==> src/rtl/dmem_byte_initiator.sv <==
// Byte-serial load/store initiator between the MEM stage and a byte-wide
// data memory: one request becomes 1, 2 or 4 byte beats, then one response.
module dmem_byte_initiator #(
    parameter int ADDR_WIDTH = 32,
    parameter int DATA_WIDTH = 32
) (
    input  logic                  clk_i,
    input  logic                  rst_ni,
    input  logic                  req_valid_i,
    output logic                  req_ready_o,
    input  logic                  req_write_i,
    input  logic [ADDR_WIDTH-1:0] req_addr_i,
    input  logic [DATA_WIDTH-1:0] req_wdata_i,
    input  logic [2:0]            req_ctrl_i,
    output logic                  rsp_valid_o,
    input  logic                  rsp_ready_i,
    output logic [DATA_WIDTH-1:0] rsp_rdata_o,
    output logic                  rsp_err_o,
    output logic                  mem_read_o,
    output logic                  mem_write_o,
    output logic [ADDR_WIDTH-1:0] mem_addr_o,
    output logic [7:0]            mem_wdata_o,
    input  logic [7:0]            mem_rdata_i
);

    typedef enum logic [1:0] {
        IDLE,
        ACCESS,
        RESP
    } state_t;

    state_t                  state;
    logic                    write_q;
    logic                    zext_q;
    logic                    err_q;
    logic [1:0]              size_q;
    logic [1:0]              beat_q;
    logic [ADDR_WIDTH-1:0]   addr_q;
    logic [DATA_WIDTH-1:0]   wdata_q;
    logic [DATA_WIDTH-1:0]   asm_q;
    logic                    last_beat;
    logic                    access;
    logic                    resp;
    logic [4:0]              lane;

    // Final beat index is 0, 1 or 3 for byte, half and word.
    assign last_beat = (beat_q == {size_q[1], |size_q});
    assign access    = (state == ACCESS);
    assign resp      = (state == RESP);
    assign lane      = {beat_q, 3'b000};

    always_ff @(posedge clk_i or negedge rst_ni) begin
        if (!rst_ni) begin
            state   <= IDLE;
            write_q <= 1'b0;
            zext_q  <= 1'b0;
            err_q   <= 1'b0;
            size_q  <= 2'b00;
            beat_q  <= 2'b00;
            addr_q  <= '0;
            wdata_q <= '0;
            asm_q   <= '0;
        end else begin
            case (state)
                IDLE: begin
                    if (req_valid_i) begin
                        write_q <= req_write_i;
                        zext_q  <= req_ctrl_i[2];
                        size_q  <= req_ctrl_i[1:0];
                        addr_q  <= req_addr_i;
                        wdata_q <= req_wdata_i;
                        beat_q  <= 2'b00;
                        asm_q   <= '0;
                        err_q   <= &req_ctrl_i[1:0];
                        state   <= (&req_ctrl_i[1:0]) ? RESP : ACCESS;
                    end
                end
                ACCESS: begin
                    if (!write_q) begin
                        asm_q[lane +: 8] <= mem_rdata_i;
                    end
                    beat_q <= beat_q + 2'd1;
                    if (last_beat) begin
                        state <= RESP;
                    end
                end
                RESP: begin
                    if (rsp_ready_i) begin
                        state <= IDLE;
                    end
                end
                default: state <= IDLE;
            endcase
        end
    end

    assign req_ready_o = (state == IDLE);
    assign rsp_valid_o = resp;
    assign rsp_err_o   = resp & err_q;
    assign mem_read_o  = access & ~write_q;
    assign mem_write_o = access & write_q;
    assign mem_addr_o  = access ? addr_q + ADDR_WIDTH'(beat_q) : '0;
    assign mem_wdata_o = mem_write_o ? wdata_q[lane +: 8] : 8'h00;

    always_comb begin
        rsp_rdata_o = '0;
        if (resp && !write_q && !err_q) begin
            case (size_q)
                2'b00: rsp_rdata_o = zext_q ? {24'b0, asm_q[7:0]}
                                            : {{24{asm_q[7]}}, asm_q[7:0]};
                2'b01: rsp_rdata_o = zext_q ? {16'b0, asm_q[15:0]}
                                            : {{16{asm_q[15]}}, asm_q[15:0]};
                default: rsp_rdata_o = asm_q;
            endcase
        end
    end

endmodule

==> config.mk <==
export PLATFORM = sky130hd
export DESIGN_NAME = dmem_byte_initiator
export DESIGN_NICKNAME = d
export VERILOG_FILES = /design/src/rtl/dmem_byte_initiator.sv
export SDC_FILE = /design/constraint.sdc
export NUM_CORES = 1
export LEC_CHECK = 0
export CORE_MARGIN = 2
export CORE_UTILIZATION = 48
export DETAILED_ROUTE_END_ITERATION = 8
export PLACE_DENSITY = 0.8
export RECOVER_POWER = 50
export SYNTH_ARGS = -nofsm -noshare
export SYNTH_HDL_FRONTEND = slang
export SYNTH_SLANG_ARGS = --single-unit
==> constraint.sdc <==
create_clock -name clk_i -period 3.4 [get_ports clk_i]
set_input_delay 0.34 -clock clk_i [delete_from_list [all_inputs] [get_ports clk_i]]
set_output_delay 0.34 -clock clk_i [all_outputs]
set_load 0.005 [all_outputs]
# ---- Word level (Yosys, flattened, before mapping)
# Cells that the tools add are included.
dict set report op_classes {
  add_sub_neg 3
  n_eq_ne 8
  shift 3
  n_mux 17
  n_bitwise 4
  reduce_logical 13
}
# operator n
set ops {}
lappend ops {{$mux 32} 6}
lappend ops {{$pmux 32 s2} 2}
lappend ops {{$add 32x2->32} 1}
lappend ops {{$bwmux 32} 1}
lappend ops {{$shift 8x7->32 const A} 1}
lappend ops {{$shiftx 32x6->8} 1}
lappend ops {{$shiftx 8x7->32} 1}
lappend ops {{$mux 2} 5}
lappend ops {{$mux 8} 1}
lappend ops {{$ne 2x2->1 const B} 4}
lappend ops {{$neg 5->7} 1}
lappend ops {{$pmux 2 s3} 1}
lappend ops {{$reduce_and 2->1} 3}
lappend ops {{$reduce_and 3->1} 2}
lappend ops {{$eq 2x1->1 const B} 2}
lappend ops {{$logic_not 2->1} 2}
lappend ops {{$pmux 2 s2} 1}
lappend ops {{$and 1x1->1} 3}
lappend ops {{$add 2x1->2 const B} 1}
lappend ops {{$eq 2x2->1} 1}
lappend ops {{$eq 2x2->1 const B} 1}
lappend ops {{$logic_and 1x1->1} 2}
lappend ops {{$logic_not 1->1} 2}
lappend ops {{$reduce_bool 2->1} 1}
lappend ops {{other kinds (2)} 2}
dict set report word_totals {
  ff_bits 105
  word_cells 57
}

# ---- Longest topological paths before layout
dict set report logic_depth {
  ltp_word 5
  ltp_mapped 8
}

# ---- Worst setup path after synthesis
# OpenSTA, ideal clock, no wires.
dict set report synth_path {
  kind {flip-flop to output port}
  from {reg beat_q[0]}
  to {out mem_addr_o[26]}
  arrival_time_ps 2312
  required_time_ps 3060
  path_slack_ps 748
  stages_incl_launch_ff 8
  n_path_buf 1
  cell_sequence {dfrtp_1 -> ha_1 -> fa_1 -> nand4_2 -> or3_1 -> clkbuf_1 -> or4_1 -> a21oi_1}
}
dict set report synth_via {
  elab_chain_cells 2
}
# item line
set synth_lines {}
lappend synth_lines {{start: declaration} 37} ;# logic [1:0] beat_q;
lappend synth_lines {{start signal: assignment} 82} ;# beat_q <= beat_q + 2'd1;
lappend synth_lines {{$add 32x2->32} 102} ;# assign mem_addr_o = access ? addr_q + ADDR_WIDTH'(beat_q) : '0;
lappend synth_lines {{$mux 32} 102}
lappend synth_lines {{end: declaration} 21} ;# output logic [ADDR_WIDTH-1:0] mem_addr_o,
# No other way between the ends.

# ---- Worst setup path in the final report
dict set report layout_path {
  from {reg beat_q[0]}
  to {out mem_addr_o[30]}
}
# The elaborated chain is that of the path after synthesis.

==> flow_summary.toml <==
[global_route]
antenna_found_initial = 0
grt_pass1_wl_mm = 25.1
gr-usage-all-layers_pct = 24.8
grt_pass1_vias = 5180
grt_max_degree = 77
globalRoute.totalOverflow = 0

[floorplanning]
initial_utilization_pct = 48.9
rows = 39
die_area_um2 = 12400
pin_count = 157
die_y_um = 111
die_x_um = 111
core_area_um2 = 11300

[yosys]
synth_area_leaders = "dfrtp_1 (47%), nand2_1 (15%), a22o_1 (3.8%)"
ys_ff_latch = 105
syn_area_per_cell_um2 = 8.48
ys_seq_area_share_pct = 47.4
synth_area_um2 = 5540
synth_edf_count = 0
netlist.area_leader.share_pct = 47.4
async_reset_ff_share_pct = 100
synthFlopType = "dfrtp_1"
ys.warnings.count = 0
ys_types = 47
synth_cells = 653
synth_fp_nets = 740
synth_top_cell_by_area = "dfrtp_1"

[sta]
finalMaxSlewViolations = 56
worst_slack_ps = 87.8
fin_setup_tns_ps = 0
worst_slew_pin_slew_ps = 2990
finalCriticalPeriod_ps = 3310
max_freq_mhz = 302
finClkSkew_ps = 3.36
maxSlewHeadroom_pct = -99.4
setup_violations = 0
rsz0062_at_grt = "no"
hold_viol = 0
fin_crit_sh_pct = 97.4

[clocking]
clkTransAtPathRegs_ps = 70
root_buffer = "clkbuf_16"
tritoncts = "built"
clk_latency_ps = 340
cts_htree_levels = 3
cts.sinks = 105
cts_hold_buffers = 0
clockBufferDepth = 2
cts_buffers = 9

[worst_setup_path]
reg2regPathDepth = 5
r2r_start = "state[0]"
arrival_ps = 2970
required_ps = 3060
crit_path_start_kind = "register"
critPathMaxFanout = 7
endpoint_kind = "primary output"
cp-startpoint = "beat_q[0]"
path_class = "register to primary output"

[detailed_routing]
wl_per_cell_um = 16.3
drtIter0Drc = 331
wirelength_mm = 15.3
drtPass1Iterations = 5
remaining_drc_errors = 0
antenna_left = 0
via_per_inst = 5.54
num_vias = 5217

[min_path]
min_path_cells = 2
hp-start = "wdata_q[23]"
min_path_type = "register to register"

[pwr]
powerDensity_nw_per_um2 = 701
vdd_ir_drop_max_mv = 0.386
p_leak_nw = 3.29

[layout]
drive_gt1_share_pct = 6.14
layout.nets = 881
diodes = 0
syn_to_final_growth_pct = 36.1
final_util_pct = 66.6

[placement]
port_buffers = 156
dpl_worst_slack_ps = 265
dpl.hpwl_mm = 10.8
place.gp.congestion = 0.844

[run_status]
violations = "max-capacitance violations, max-slew violations"
status = "finished with violations"

[run]
max_cap_violations = 1
==> worst paths after layout <==
kind / endpoint / slack [ps]
setup / recovery: mem_addr_o[30] / 90
hold / removal: wdata_q[23] / 470
setup reg to reg: size_q[1] / 830
hold reg to reg: wdata_q[23] / 470
max in group asynchronous: addr_q[25] / 720
min in group asynchronous: asm_q[17] / 970
==> worst max-delay path, cell delays in order (launching register included) <==
cell	delay, ps
dfrtp_1	360
ha_2	200
fa_2	250
nand4_4	160
or3_4	460
or4_1	510
a21oi_1	150
clkdlybuf4s50_1	530
==> cell usage after synthesis (5+ instances only) <==
library cell  instances
a21oi_1              41
a22o_1               24
and2_1               12
and3_1                8
clkbuf_1             37
dfrtp_1             105
ha_1                  6
inv_1                25
mux4_2                8
nand2_1             226
nand3_1              11
nor2_1               20
nor4_1                5
o21ai_0              33
o31ai_1               9
or3_1                10
or4_1                10
xnor2_1              10
==> timing repair <==
action,in CTS,in global routing
pin swaps,0,2
buffers inserted,0,5
gates resized for setup,3,3
endpoints found under the setup margin,3,5
==> registers in the layout (all words and copies together) (netlist names) <==
signal / flops
zext_q: 1
wdata_q: 32
beat_q: 2
state: 2
size_q: 2
addr_q: 32
asm_q: 32
write_q: 1
err_q: 1
==> where the power goes <==
part | total [mW] | internal, mW | switching (mW)
Clock | 1.01 | 0.566 | 0.444
Sequential | 2.19 | 1.68 | 0.501
Combinational | 2.09 | 1.00 | 1.09
Total | 5.29 | 3.25 | 2.04
==> layout make-up <==
cell class	instances	area, um^2
fillers	921	3780
inverters	25	93.8
repair buffers	173	1680
clock buffers	10	229
flip-flops and latches	105	2630
multi-input cells	480	2680
well taps	143	179
clock inverters	5	57.6
==> logic make-up after synthesis <==
family                     synth area share [%]
muxes                                      3.43
DFF                                        47.4
adders and majority gates                  1.72
and+or+nand+nor                            27.0
xor gates and xnor gates                   1.90
AOI/OAI and AO/OA                          13.8
buffers and inverters                      4.76
==> metal layers <==
| layer | GRT usage (%) | wire length (um) | part of all wire, % | vias to the layer above |
|---|---|---|---|---|
| li1 | - | - | - | 2484 |
| met1 | 33.9 | 6690 | 44 | 2498 |
| met2 | 40.9 | 7450 | 49 | 211 |
| met3 | 3.48 | 902 | 5.9 | 24 |
| met4 | 8.72 | 292 | 1.9 | 0 |
| met5 | 0 | 0 | 0 | - |
==> layout by cell type (no fill, tap or decap), drive strengths merged, types with 9 or more instances in the layout <==
| cell type | n |
|---|---|
| nand3 | 11 |
| clkbuf | 13 |
| o31ai | 9 |
| nor2 | 20 |
| or3 | 10 |
| dfrtp | 105 |
| a22o | 24 |
| buf | 15 |
| inv | 25 |
| o21ai | 34 |
| clkdlybuf4s50 | 155 |
| xnor2 | 10 |
| and2 | 12 |
| or4 | 11 |
| nand2 | 226 |
| a21oi | 41 |
==> per-stage QoR <==
step | std cells | hold WS, ps | power (mW) | area, um^2
after floorplan | 653 | 44.4 | 3.35 | 5540
final | 941 | 472 | 5.29 | 7540
after global routing | 941 | 503 | 5.67 | 7540
after detailed placement | 921 | 435 | 4.25 | 7200
after CTS | 936 | 67.5 | 5.28 | 7510
after global placement | 921 | 413 | 4.14 | 7200
Power figures use the tool's default switching activity.
